### config.mk
export PLATFORM = sky130hd
export DESIGN_NAME = snes_pad_poller
export DESIGN_NICKNAME = d
export VERILOG_FILES = /design/src/rtl/snes_pad_poller.sv
export SDC_FILE = /design/constraint.sdc
export NUM_CORES = 1
export LEC_CHECK = 0
export CAP_MARGIN = 30
export CELL_PAD_IN_SITES_DETAIL_PLACEMENT = 1
export CELL_PAD_IN_SITES_GLOBAL_PLACEMENT = 1
export CORE_MARGIN = 5
export CORE_UTILIZATION = 45
export CTS_BUF_LIST = sky130_fd_sc_hd__clkbuf_16
export DETAILED_ROUTE_END_ITERATION = 12
export PLACE_DENSITY = 0.81
export RECOVER_POWER = 100
export REMOVE_ABC_BUFFERS = 1
export SETUP_SLACK_MARGIN = 0.02
export SYNTH_ARGS = -nofsm -noshare
export SYNTH_HDL_FRONTEND = slang
export SYNTH_SLANG_ARGS = --single-unit
### constraint.sdc
create_clock -name clk -period 3.6 [get_ports clk]
set_input_delay 1.08 -clock clk [delete_from_list [all_inputs] [get_ports clk]]
set_output_delay 1.08 -clock clk [all_outputs]
set_load 0.01 [all_outputs]
### src/rtl/snes_pad_poller.sv
`default_nettype none
// ============================================================================
// snes_pad_poller : SNES two-pad latch/clock initiator with 16-bit shift-in,
//                   pad-presence detection and active-high button decode.
// Revision 1.0
// ============================================================================
module snes_pad_poller #(
  parameter int LATCH_CYCLES    = 300,
  parameter int HALF_BIT_CYCLES = 150
) (
  input  logic        clk,
  input  logic        rst_n,
  input  logic        start_i,
  input  logic [1:0]  pad_data_i,
  output logic        pad_latch_o,
  output logic        pad_clk_o,
  output logic        busy_o,
  output logic        valid_o,
  output logic [11:0] p1_buttons_o,
  output logic [11:0] p2_buttons_o,
  output logic        p1_present_o,
  output logic        p2_present_o
);

  localparam int MAX_CYCLES = (LATCH_CYCLES > HALF_BIT_CYCLES) ? LATCH_CYCLES : HALF_BIT_CYCLES;
  localparam int CW         = $clog2(MAX_CYCLES + 1);
  localparam logic [CW-1:0] LATCH_LAST = CW'(LATCH_CYCLES - 1);
  localparam logic [CW-1:0] HALF_LAST  = CW'(HALF_BIT_CYCLES - 1);
  localparam logic [CW-1:0] CNT_ONE    = CW'(1);

  typedef enum logic [2:0] {
    S_IDLE   = 3'd0,
    S_LATCH  = 3'd1,
    S_CLK_HI = 3'd2,
    S_CLK_LO = 3'd3,
    S_DONE   = 3'd4
  } state_t;

  state_t        state_q, state_d;
  logic [CW-1:0] cnt_q, cnt_d;
  logic [3:0]    idx_q, idx_d;
  logic [1:0]    meta_q, sync_q;
  logic [15:0]   raw1_q, raw1_d, raw2_q, raw2_d;
  logic          pad_latch_q, pad_latch_d;
  logic          pad_clk_q, pad_clk_d;
  logic          busy_q, busy_d;
  logic          valid_q, valid_d;
  logic [11:0]   p1_buttons_q, p1_buttons_d, p2_buttons_q, p2_buttons_d;
  logic          p1_present_q, p1_present_d, p2_present_q, p2_present_d;

  // The top nibble always reads released on a real pad; a pulled-low absent pad reads zeros.
  function automatic logic [12:0] decode(input logic [15:0] r);
    logic present;
    present = (r[15:12] == 4'hF);
    return {present, present ? ~r[11:0] : 12'h000};
  endfunction

  always_comb begin
    state_d      = state_q;
    cnt_d        = cnt_q;
    idx_d        = idx_q;
    raw1_d       = raw1_q;
    raw2_d       = raw2_q;
    p1_buttons_d = p1_buttons_q;
    p2_buttons_d = p2_buttons_q;
    p1_present_d = p1_present_q;
    p2_present_d = p2_present_q;
    valid_d      = 1'b0;

    case (state_q)
      S_IDLE: begin
        if (start_i) begin
          state_d = S_LATCH;
          cnt_d   = '0;
        end
      end
      S_LATCH: begin
        if (cnt_q == LATCH_LAST) begin
          state_d = S_CLK_HI;
          cnt_d   = '0;
          idx_d   = 4'd0;
        end else begin
          cnt_d = cnt_q + CNT_ONE;
        end
      end
      S_CLK_HI: begin
        if (cnt_q == HALF_LAST) begin
          raw1_d[idx_q] = sync_q[0];
          raw2_d[idx_q] = sync_q[1];
          state_d       = S_CLK_LO;
          cnt_d         = '0;
        end else begin
          cnt_d = cnt_q + CNT_ONE;
        end
      end
      S_CLK_LO: begin
        if (cnt_q == HALF_LAST) begin
          cnt_d = '0;
          if (idx_q == 4'd15) begin
            state_d = S_DONE;
          end else begin
            idx_d   = idx_q + 4'd1;
            state_d = S_CLK_HI;
          end
        end else begin
          cnt_d = cnt_q + CNT_ONE;
        end
      end
      S_DONE: begin
        {p1_present_d, p1_buttons_d} = decode(raw1_q);
        {p2_present_d, p2_buttons_d} = decode(raw2_q);
        valid_d = 1'b1;
        state_d = S_IDLE;
      end
      default: state_d = S_IDLE;
    endcase

    // Pad-facing strobes follow the next state so the pad sees each phase for its full length.
    pad_latch_d = (state_d == S_LATCH);
    pad_clk_d   = (state_d != S_CLK_LO);
    busy_d      = (state_d != S_IDLE) || (state_q == S_DONE);
  end

  always_ff @(posedge clk or negedge rst_n) begin
    if (!rst_n) begin
      state_q      <= S_IDLE;
      cnt_q        <= '0;
      idx_q        <= 4'd0;
      meta_q       <= 2'b00;
      sync_q       <= 2'b00;
      raw1_q       <= 16'h0000;
      raw2_q       <= 16'h0000;
      pad_latch_q  <= 1'b0;
      pad_clk_q    <= 1'b1;
      busy_q       <= 1'b0;
      valid_q      <= 1'b0;
      p1_buttons_q <= 12'h000;
      p2_buttons_q <= 12'h000;
      p1_present_q <= 1'b0;
      p2_present_q <= 1'b0;
    end else begin
      state_q      <= state_d;
      cnt_q        <= cnt_d;
      idx_q        <= idx_d;
      meta_q       <= pad_data_i;
      sync_q       <= meta_q;
      raw1_q       <= raw1_d;
      raw2_q       <= raw2_d;
      pad_latch_q  <= pad_latch_d;
      pad_clk_q    <= pad_clk_d;
      busy_q       <= busy_d;
      valid_q      <= valid_d;
      p1_buttons_q <= p1_buttons_d;
      p2_buttons_q <= p2_buttons_d;
      p1_present_q <= p1_present_d;
      p2_present_q <= p2_present_d;
    end
  end

  assign pad_latch_o  = pad_latch_q;
  assign pad_clk_o    = pad_clk_q;
  assign busy_o       = busy_q;
  assign valid_o      = valid_q;
  assign p1_buttons_o = p1_buttons_q;
  assign p2_buttons_o = p2_buttons_q;
  assign p1_present_o = p1_present_q;
  assign p2_present_o = p2_present_q;

endmodule
`default_nettype wire

; Word-level counts from Yosys, hierarchy flattened
; Index checks and enable logic that the tools add are counted.
[totals]
regBits = 82
latch_bits = 0
ram_bits = 0
rom_bits = 0
input_bits = 5
out_inout_bits = 30
memories = 0
[op_classes]
addsub = 2
multipliers = 0
n_div = 0
n_lt_le_gt_ge = 2
eq_ne = 15
shift = 0
n_mux = 21
n_bitwise = 2
n_reduce_logical = 10
[ops]
columns = cell, count
row1 = $bwmux W16, 2
row2 = $mux W9, 3
row3 = $pmux W9 S3, 1
row4 = $mux W12, 2
row5 = $not A12 Y12, 2
row6 = $mux W3, 5
row7 = $eq A4 B4 Y1 const B, 3
row8 = $mux W4, 3
row9 = $pmux W3 S4, 1
row10 = $add A9 B1 Y9 const B, 1
row11 = $eq A9 B8 Y1 const B, 1
row12 = $eq A9 B9 Y1 const B, 1
row13 = $ne A2 B2 Y1 const B, 4
row14 = $pmux W4 S2, 1
row15 = $eq A3 B1 Y1 const B, 2
row16 = $eq A3 B2 Y1 const B, 2
row17 = $reduce_bool A3 Y1, 2
row18 = $lt A4 B5 Y1 const B, 1
row19 = $add A4 B1 Y4 const B, 1
row20 = $demux W1 S4, 1
row21 = $ge A4 B1 Y1 const B, 1
row22 = $reduce_and A2 Y1, 2
row23 = $reduce_and A4 Y1, 1
row24 = $eq A3 B3 Y1 const B, 1
row25 = 7 further kinds, 8

; Depth between registers and ports, before layout
; Gate-level depths: netlist of run 1.
[depth]
ltp_word = 6
depth_mapped = 7

; Worst setup path before layout of run 1
; No wires, ideal clock.
[synth_timing]
kind = reg-to-reg
start = register cnt_q[5]
end = register raw1_q[15]
setup_time_ps = 125
arrival_ps = 1769
t_required_ps = 3475
slack_ps = 1706
stages_incl_launch_ff = 5
period_less_slack_ps = 1894
path_cell_list = dfrtp_1 nor4_4 nand2_1 nor4_1 mux2_2
[synth_between]
elab_chain_len = 2
[synth_rtl]
columns = element, line_no
row1 = from (decl), 40  ; logic [CW-1:0] cnt_q, cnt_d;
row2 = from (signal assigned), 143  ; cnt_q <= cnt_d;
row3 = $eq A9 B8 Y1, 87  ; if (cnt_q == HALF_LAST) begin
row4 = $reduce_and A2 Y1 (no source line), --
row5 = to (signal assigned), 147  ; raw1_q <= raw1_d;
row6 = to (decl), 43  ; logic [15:0] raw1_q, raw1_d, raw2_q, raw2_d;
; No other way between the ends.
; A chain may end at the register's enable or synchronous reset.

; Worst setup path in the final report of run 1
[layout_timing]
start = register cnt_q[3]
end = register raw1_q[15]
; The elaborated chain is that of the path after synthesis.

==> results of run 1 <==
-- final timing paths --
path / end / slack, ns
setup reg to reg: raw1_q[15] / 0.80
max in group asynchronous: pad_clk_o / 1.93
min in group asynchronous: p2_buttons_o[11] / 0.83
setup / recovery: raw1_q[15] / 0.80
hold / removal: sync_q[1] / 0.35
hold reg to reg: sync_q[1] / 0.35
-- worst register-to-register path: cells and delay by family, from the launching register on --
family | cells | cell delay (ns)
multiplexers | 1 | 0.40
flip-flops | 1 | 0.48
AND/OR/NAND/NOR | 3 | 1.80
-- cells in the final DEF (no fill, tap or decap), types with 4 or more instances in the layout --
cell type,synthesis,layout
sky130_fd_sc_hd__nor3_1,10,10
sky130_fd_sc_hd__nand4_1,8,8
sky130_fd_sc_hd__nand2_1,47,47
sky130_fd_sc_hd__ha_1,6,6
sky130_fd_sc_hd__nor2_1,17,17
sky130_fd_sc_hd__clkbuf_16,0,9
sky130_fd_sc_hd__nand3_1,7,7
sky130_fd_sc_hd__mux2_2,32,28
sky130_fd_sc_hd__o22ai_1,6,6
sky130_fd_sc_hd__inv_1,7,7
sky130_fd_sc_hd__mux2_1,0,4
sky130_fd_sc_hd__o21ai_0,33,33
sky130_fd_sc_hd__nand2b_1,5,5
sky130_fd_sc_hd__dfrtp_1,81,81
sky130_fd_sc_hd__a21oi_1,5,5
sky130_fd_sc_hd__dlygate4sd3_1,0,32
-- state kept, by name, summed over array words and instances, names as in the netlist --
| signal | flops |
|---|---|
| raw1_q | 16 |
| p2_present_o | 1 |
| p1_present_o | 1 |
| sync_q | 2 |
| pad_latch_o | 1 |
| meta_q | 2 |
| p1_buttons_o | 12 |
| p2_buttons_o | 12 |
| valid_o | 1 |
| pad_clk_o | 1 |
| busy_o | 1 |
| cnt_q | 9 |
| state_q | 3 |
| idx_q | 4 |
| raw2_q | 16 |
-- logic make-up after synthesis --
family                   count (synthesis)  synth area share [%]
AND/OR/NAND/NOR                        117                  16.9
flip-flops                              82                  59.4
buffers and inverters                   21                  2.68
adder cells (fa/ha/maj)                  6                  2.17
multiplexers                            32                  10.4
XOR/XNOR                                 2                 0.507
AO/OA/AOI/OAI                           50                  7.90
-- layer usage --
metal	vias up	share of wire, %	GRT usage (%)
met2	40	53	33.3
li1	1139	-	-
met3	14	3.3	3.23
met4	0	2.0	9.05
met1	1319	42	23.7
met5	-	0	0
-- report_power, final --
part | internal [mW] | switching [mW]
clock network | 0.530 | 0.373
logic | 0.00613 | 0.0185
registers | 0.924 | 0.00617
-- through the flow --
stage | setup WS [ns] | area (sq um) | instances | util (%)
final | 0.796 | 4150 | 449 | 54.5
after global routing | 0.579 | 4150 | 449 | 54.5
after CTS | 1.14 | 4170 | 449 | 54.8
after detailed placement | 1.22 | 3890 | 434 | 51.1
after global placement | 1.29 | 3860 | 433 | 50.8
after floorplan | 1.71 | 3390 | 296 | -
-- final cells by class --
| cell class | instances | area share (%) |
|---|---|---|
| timing repair buffer | 36 | 8.81 |
| sequential | 82 | 49.5 |
| multi-input combinational | 207 | 31.2 |
| tap | 102 | 3.08 |
| clock buffer | 9 | 5.43 |
| inverter | 7 | 0.633 |
| clock inverter | 6 | 1.39 |
==> impl_metrics.yaml, run 1 <==
outcome:
  run_status: "finished clean"
logic_synthesis:
  ys_top_cells_by_area: "sky130_fd_sc_hd__dfrtp_1, sky130_fd_sc_hd__mux2_2, sky130_fd_sc_hd__nand2_1"
  synth.lib_cells_used.distinct: 38
  netlist_area_sq_um: 3450
  share_of_flip_flops_with_an_asynchronous_set_or_reset_after_synthesis_pct: 100
  post-synth-top-area-fraction_pct: 58.7
  yosysTopAreaCell: "sky130_fd_sc_hd__dfrtp_1"
  synth-seq-area-share_pct: 59.4
  synthCells: 310
  syn_avg_cell_area_sq_um: 11.1
  synthesis.yosys.warnings: 0
  ys_top_cells_by_count: "sky130_fd_sc_hd__dfrtp_1, sky130_fd_sc_hd__nand2_1, sky130_fd_sc_hd__o21ai_0, sky130_fd_sc_hd__mux2_2, sky130_fd_sc_hd__nor2_1"
  synth.ff_latch_count: 82
  ys_dominant_reg_cell: "sky130_fd_sc_hd__dfrtp_1"
  number_of_enable_flip_flop_cells_after_synthesis: 0
  yosysMostFrequentCell: "sky130_fd_sc_hd__dfrtp_1"
worst_setup_path:
  timing.reg2reg.worst_path_depth: 4
  crit_path_start: "cnt_q[3]"
  timing.critical_path.required_ns: 3.82
  worst-setup-path-type: "reg2reg"
  crit_fanout: 8
  timing.critical_path.arrival_ns: 3.02
  crit_cells: 4
  library_cell_contributing_the_largest_single_delay_on_the_critical_path: "sky130_fd_sc_hd__nor4_1"
  endpoint_kind: "register"
  worstPathBufferInverterCount: 0
  startpoint_type: "register"
  timing.critical_path.mode_cell: "sky130_fd_sc_hd__nor4_1"
  crit_family: "simple AND/OR/NAND/NOR gates"
  worstPathCellList: "nor4_1 -> nand2_1 -> nor4_1 -> mux2_1"
  timing.rr.start: "cnt_q[3]"
  crit_path_max_incr_delay_ns: 0.91
clocking:
  htree_num_levels: 3
  ctsHoldBuffers: 0
  root_buffer: "sky130_fd_sc_hd__clkbuf_16"
  clock_tree.buffer_depth: 2
  num_cts_buffers: 9
  cts.repair_timing.setup_buffer_count: 0
  cts_tree: "yes"
  ctsResizeCount: 0
  cts.reportedPaths.clkPinSlew_ns: 0.06
  worstSkewPairLatency_ns: 0.34
  cts_sinks: 82
layout:
  layout_cell_share_with_drive_strength_beyond_1_pct: 13.8
  flow.area_growth_from_synthesis_pct: 20.1
  seqCellArea_sq_um: 2050
  antenna_cells: 0
  total_area_of_multi_input_combinational_cells_sq_um: 1290
  nets: 354
  fillers: 809
placed_design:
  gp_routability_congestion: 0.798
  dp_hpwl_um: 5500
  io_buffers: 34
route:
  detailedRoute.firstPassIterationCount: 4
  detail-route-antenna-nets: 0
  via_count: 2512
  post_drt_via_cell_ratio: 5.59
  wirelength_um: 8760
  drt_iter0_markers: 66
  route.detailed.wl_per_inst_um: 19.5
  drt_drc_violations_left: 0
timing:
  finClkSkew_ns: 0.00727
  setup_viol: 0
  period_utilization_pct: 77.9
  final.setup.tns_ns: 0
  final-max-slew-violation-count: 0
  period_needed_ns: 2.80
  hold_violations: 0
  rsz0062_at_grt: "no"
  max_freq_ghz: 0.357
  worst_slew_pin_slew_ns: 1.38
  slew-limit-headroom_pct: 7.69
  hold-worst-slack_ns: 0.354
global_routing:
  antenna_violations_before_repair: 0
  wire_length_of_the_first_global_routing_pass_um: 14600
  via_count_of_the_first_global_routing_pass: 2772
  grt.overflow.total: 0
  grt_start_max_net_pins: 70
  globalRouteTotalUtil_pct: 19.4
power_and_ir_drop:
  post-layout-total-power_mw: 1.86
  power.leakage_nw: 1.98
  peakVddDrop_v: 0.000276
  p_per_area_nw_per_um2: 448
floorplan:
  num_ports: 35
  core_sq_um: 7610
  initial_utilization_pct: 45.4
  dieArea_sq_um: 9530
  die_width_um: 97.6
  die_height_um: 97.6
  floorplan.rows: 32
hold_path:
  min_from: "meta_q[1]"
  timing.hold.worst.class: "reg2reg"
  hold-path-cell-count: 0
flow_run:
  cap_violations: 0
(Power assumes the default switching activity.)
==> run 2: changes to the inputs <==
==> constraint.sdc (replaced) <==
create_clock -name clk -period 2.6 [get_ports clk]
set_input_delay 0.78 -clock clk [delete_from_list [all_inputs] [get_ports clk]]
set_output_delay 0.78 -clock clk [all_outputs]
set_load 0.01 [all_outputs]
==> run 2 against run 1 <==
Flip-flop and latch count did not move. Register-to-register slack got worse by 0.57 ns. Non-clock buffer count is 5 higher. Via count grew 1.3%. Maximum frequency grew 18%. Core utilization increased by 1.0 points. Wire length is 3.6% higher. Largest cell class unchanged. Highest routed layer unchanged.
==> impl_metrics.yaml, run 2 (same netlist as run 1, synthesis figures left out) <==
global_routing:
  grt.overflow.total: 0
  grt_start_max_net_pins: 45
  via_count_of_the_first_global_routing_pass: 2830
  wire_length_of_the_first_global_routing_pass_um: 15300
  antenna_violations_before_repair: 0
  globalRouteTotalUtil_pct: 20.7
route:
  detail-route-antenna-nets: 0
  drt_iter0_markers: 101
  detailedRoute.firstPassIterationCount: 4
  route.detailed.wl_per_inst_um: 19.9
  via_count: 2544
  wirelength_um: 9080
  post_drt_via_cell_ratio: 5.59
  drt_drc_violations_left: 0
layout:
  layout.cells.most_common_list: "sky130_fd_sc_hd__dfrtp_1, sky130_fd_sc_hd__nand2_1, sky130_fd_sc_hd__o21ai_0"
  most_common_cell_after_layout_fill_and_taps_aside: "sky130_fd_sc_hd__dfrtp_1"
  reg_top3: "raw1_q: 16 flops, raw2_q: 16 flops"
  count_of_placed_standard_cells_in_the_final_layout_fillers_left_out: 455
  flow.area_growth_from_synthesis_pct: 22.3
  layout_cell_share_with_drive_strength_beyond_1_pct: 14.2
  antenna_cells: 0
  nets: 359
power_and_ir_drop:
  post-layout-total-power_mw: 2.68
  peakVddDrop_v: 0.000361
  power.leakage_nw: 2.01
  p_per_area_nw_per_um2: 634
clocking:
  root_buffer: "sky130_fd_sc_hd__clkbuf_16"
  cts_tree: "yes"
  cts.reportedPaths.clkPinSlew_ns: 0.06
  htree_num_levels: 3
  clock_tree.buffer_depth: 2
  ctsHoldBuffers: 0
  num_cts_buffers: 9
  ctsResizeCount: 0
  cts.repair_timing.setup_buffer_count: 0
  cts_sinks: 82
  worstSkewPairLatency_ns: 0.34
worst_setup_path:
  crit_fanout: 8
  endpoint_kind: "register"
  timing.critical_path.arrival_ns: 2.62
  timing.rr.start: "cnt_q[0]"
  startpoint_type: "register"
  worst-setup-path-type: "reg2reg"
  setup.reg_to_reg.worst_slack_ns: 0.23
  timing.rr.end: "cnt_q[5]"
  timing.reg2reg.worst_path_depth: 6
  timing.critical_path.required_ns: 2.85
floorplan:
  floorplan.rows: 32
  core_sq_um: 7610
  die_width_um: 97.6
  dieArea_sq_um: 9530
  num_ports: 35
  die_height_um: 97.6
  initial_utilization_pct: 45.4
timing:
  max_freq_ghz: 0.422
  final.setup.tns_ns: 0
  setup_viol: 0
  final-max-slew-violation-count: 0
  period_needed_ns: 2.37
  slew-limit-headroom_pct: 14.6
  finClkSkew_ns: 0.00797
  worst_slew_pin_slew_ns: 1.28
  hold_violations: 0
  rsz0062_at_grt: "no"
  period_utilization_pct: 91.2
hold_path:
  hold-path-cell-count: 0
  holdPathEnd: "sync_q[1]"
  timing.hold.worst.class: "reg2reg"
  min_from: "meta_q[1]"
flow_run:
  cap_violations: 0
placed_design:
  placed_cells_incl_taps: 439
  dp_hpwl_um: 5900
  gp_routability_congestion: 0.825
  io_buffers: 34
outcome:
  run_status: "finished clean"
## run 2: worst max-delay path by stage
stage	from	endpoint	cells after the start
final	cnt_q[0]	cnt_q[5]	6
after floorplan	cnt_q[5]	raw1_q[15]	4
after CTS	cnt_q[5]	raw1_q[0]	4
after global placement	cnt_q[5]	raw1_q[15]	4
after detailed placement	cnt_q[3]	raw2_q[15]	4
after global routing	state_q[0]	p1_buttons_o[8]	6
## run 2: cell type report
class	instances	area [sq um]
clock buffer	9	225
clock inverter	7	95.1
multi-input combinational	207	1310
tap	102	128
sequential	82	2050
timing repair buffer	41	389
fill	821	3380
inverter	7	26.3
## run 2: power by group
group / leakage, nW / internal, mW / total, mW / switching, mW
Sequential: 1.11 / 1.28 / 1.29 / 0.00867
Clock: 0.149 / 0.839 / 1.36 / 0.520
Combinational: 0.755 / 0.00751 / 0.0339 / 0.0264
## run 2: worst max-delay path: stages (launching register included)
cell and delay, ns:
sky130_fd_sc_hd__dfrtp_1 0.43, sky130_fd_sc_hd__ha_1 0.29, sky130_fd_sc_hd__nor4b_1 0.18, sky130_fd_sc_hd__clkbuf_1 0.13, sky130_fd_sc_hd__a21boi_0 0.77, sky130_fd_sc_hd__nor2_1 0.24, sky130_fd_sc_hd__o211ai_1 0.25
## run 2: layer usage
| layer | routed length [um] | vias to the layer above | GRT usage (%) |
|---|---|---|---|
| met1 | 3710 | 1329 | 24.3 |
| met3 | 334 | 17 | 4.95 |
| met5 | 0 | - | 0 |
| met4 | 197 | 0 | 8.09 |
| li1 | - | 1155 | - |
| met2 | 4830 | 43 | 36.3 |
## run 2: stage by stage
stage | utilization, % | hold WS [ns] | instance area [sq um] | setup slack [ns]
floorplan | - | 0.331 | 3390 | 0.706
global placement | 51.5 | 0.333 | 3920 | 0.491
detailed placement | 51.5 | 0.346 | 3920 | 0.399
CTS | 55.7 | 0.361 | 4240 | 0.350
global route | 55.5 | 0.362 | 4230 | 0.0866
finish | 55.5 | 0.356 | 4230 | 0.230
==> run 3: changes to the inputs <==
--- a/config.mk
+++ b/config.mk
@@ -8,7 +8,6 @@
 export CAP_MARGIN = 30
 export CELL_PAD_IN_SITES_DETAIL_PLACEMENT = 1
 export CELL_PAD_IN_SITES_GLOBAL_PLACEMENT = 1
-export CORE_MARGIN = 5
 export CORE_UTILIZATION = 45
 export CTS_BUF_LIST = sky130_fd_sc_hd__clkbuf_16
 export DETAILED_ROUTE_END_ITERATION = 12
==> run 3 against run 2 <==
Critical path type unchanged. Sequential power hardly changed. Flip-flop and latch count did not move. Global-route usage is 1.3 points higher. Critical endpoint is now raw2_q[15].
==> impl_metrics.yaml, run 3 (same netlist as run 1, synthesis figures left out) <==
outcome:
  run_status: "finished clean"
worst_setup_path:
  crit_family: "simple AND/OR/NAND/NOR gates"
  startpoint_type: "register"
  crit_fanout: 8
  worst-setup-path-type: "reg2reg"
  timing.critical_path.required_ns: 2.81
  crit_path_max_incr_delay_ns: 0.56
  timing.critical_path.arrival_ns: 2.48
  endpoint_kind: "register"
  library_cell_contributing_the_largest_single_delay_on_the_critical_path: "sky130_fd_sc_hd__nor4_1"
  worstPathCellList: "nor4_4 -> nand2_1 -> nor4_1 -> mux2_1"
  worstPathBufferInverterCount: 0
placed_design:
  dp_hpwl_um: 5290
  placed_cells_incl_taps: 433
  io_buffers: 34
  gp_routability_congestion: 0.796
timing:
  rsz0062_at_grt: "no"
  period_utilization_pct: 87.3
  setup_viol: 0
  final-max-slew-violation-count: 0
  final.setup.tns_ns: 0
  worst_slew_pin_slew_ns: 0.969
  finClkSkew_ns: 0.0103
  max_freq_ghz: 0.441
  slew-limit-headroom_pct: 35.4
  period_needed_ns: 2.27
  hold_violations: 0
layout:
  layout_cell_share_with_drive_strength_beyond_1_pct: 14.6
  seqCellArea_sq_um: 2050
  nets: 356
  fillers: 778
  total_area_of_multi_input_combinational_cells_sq_um: 1310
  layout.cells.most_common_list: "sky130_fd_sc_hd__dfrtp_1, sky130_fd_sc_hd__nand2_1, sky130_fd_sc_hd__o21ai_0"
  antenna_cells: 0
  reg_top3: "raw1_q: 16 flops, raw2_q: 16 flops"
  count_of_placed_standard_cells_in_the_final_layout_fillers_left_out: 449
  flow.area_growth_from_synthesis_pct: 20.2
  most_common_cell_after_layout_fill_and_taps_aside: "sky130_fd_sc_hd__dfrtp_1"
floorplan:
  die_height_um: 89.6
  core_sq_um: 7330
  dieArea_sq_um: 8030
  die_width_um: 89.6
  initial_utilization_pct: 47.1
  num_ports: 35
  floorplan.rows: 31
global_routing:
  grt_start_max_net_pins: 46
  grt.overflow.total: 0
  globalRouteTotalUtil_pct: 22.0
  via_count_of_the_first_global_routing_pass: 2558
  antenna_violations_before_repair: 0
  wire_length_of_the_first_global_routing_pass_um: 12800
clocking:
  root_buffer: "sky130_fd_sc_hd__clkbuf_16"
  num_cts_buffers: 9
  cts.repair_timing.setup_buffer_count: 0
  cts_sinks: 82
  ctsResizeCount: 0
  cts_tree: "yes"
  htree_num_levels: 3
  clock_tree.buffer_depth: 2
  worstSkewPairLatency_ns: 0.34
  cts.reportedPaths.clkPinSlew_ns: 0.06
  ctsHoldBuffers: 0
flow_run:
  cap_violations: 0
route:
  drt_drc_violations_left: 0
  route.detailed.wl_per_inst_um: 17.5
  wirelength_um: 7850
  drt_iter0_markers: 106
  detailedRoute.firstPassIterationCount: 4
  detail-route-antenna-nets: 0
  via_count: 2445
  post_drt_via_cell_ratio: 5.45
power_and_ir_drop:
  p_per_area_nw_per_um2: 596
  power.leakage_nw: 1.97
  peakVddDrop_v: 0.000377
hold_path:
  timing.hold.worst.class: "reg2reg"
==> run 3: layout make-up <==
class / count / area share (%)
Clock buffer: 9 / 5.42
Clock inverter: 7 / 1.08
Inverter: 7 / 0.633
Multi-Input combinational cell: 207 / 31.5
Sequential cell: 82 / 49.4
Tap cell: 99 / 2.98
Timing Repair Buffer: 38 / 8.92
==> run 3: worst reg2reg max path: cells and delay by family, from the launching register on <==
kind	cells	cell delay [ns]
and+or+nand+nor	3	1.30
muxes	1	0.39
DFF	1	0.46
==> run 3: final timing paths <==
| check | startpoint | to | slack [ns] | depth (start not counted) |
|---|---|---|---|---|
| setup reg to reg | cnt_q[5] | raw2_q[15] | 0.33 | 4 |
| setup / recovery | cnt_q[5] | raw2_q[15] | 0.33 | 4 |
| hold reg to reg | meta_q[1] | sync_q[1] | 0.35 | 0 |
| max in group asynchronous | rst_n | pad_clk_o | 1.18 | 2 |
| min in group asynchronous | rst_n | valid_o | 0.59 | 1 |
| hold / removal | meta_q[1] | sync_q[1] | 0.35 | 0 |
==> run 3: stage by stage <==
step | power (mW) | area (sq um) | util, % | worst slack, ns | hold slack (ns)
6_report | 2.48 | 4150 | 56.6 | 0.331 | 0.349
5_1_grt | 2.56 | 4150 | 56.6 | 0.159 | 0.354
4_1_cts | 2.50 | 4160 | 56.8 | 0.313 | 0.352
3_5_place_dp | 1.35 | 3890 | 53.1 | 0.456 | 0.338
3_3_place_gp | 1.35 | 3890 | 53.1 | 0.574 | 0.335
2_1_floorplan | 1.31 | 3390 | - | 0.706 | 0.331
==> run 3: layer usage <==
layer  global-route usage, %  up-vias  part of all wire, %  wire length (um)
met5                       0        -                    0                 0
li1                        -     1154                    -                 -
met4                    9.81        0                  1.9               148
met3                    4.20       12                  2.6               202
met1                    26.8     1244                   43              3390
met2                    38.0       35                   52              4100
==> run 3: power breakdown <==
group	switching [mW]	internal, mW
clock network	0.513	0.643
logic	0.0257	0.00750
registers	0.00821	1.28
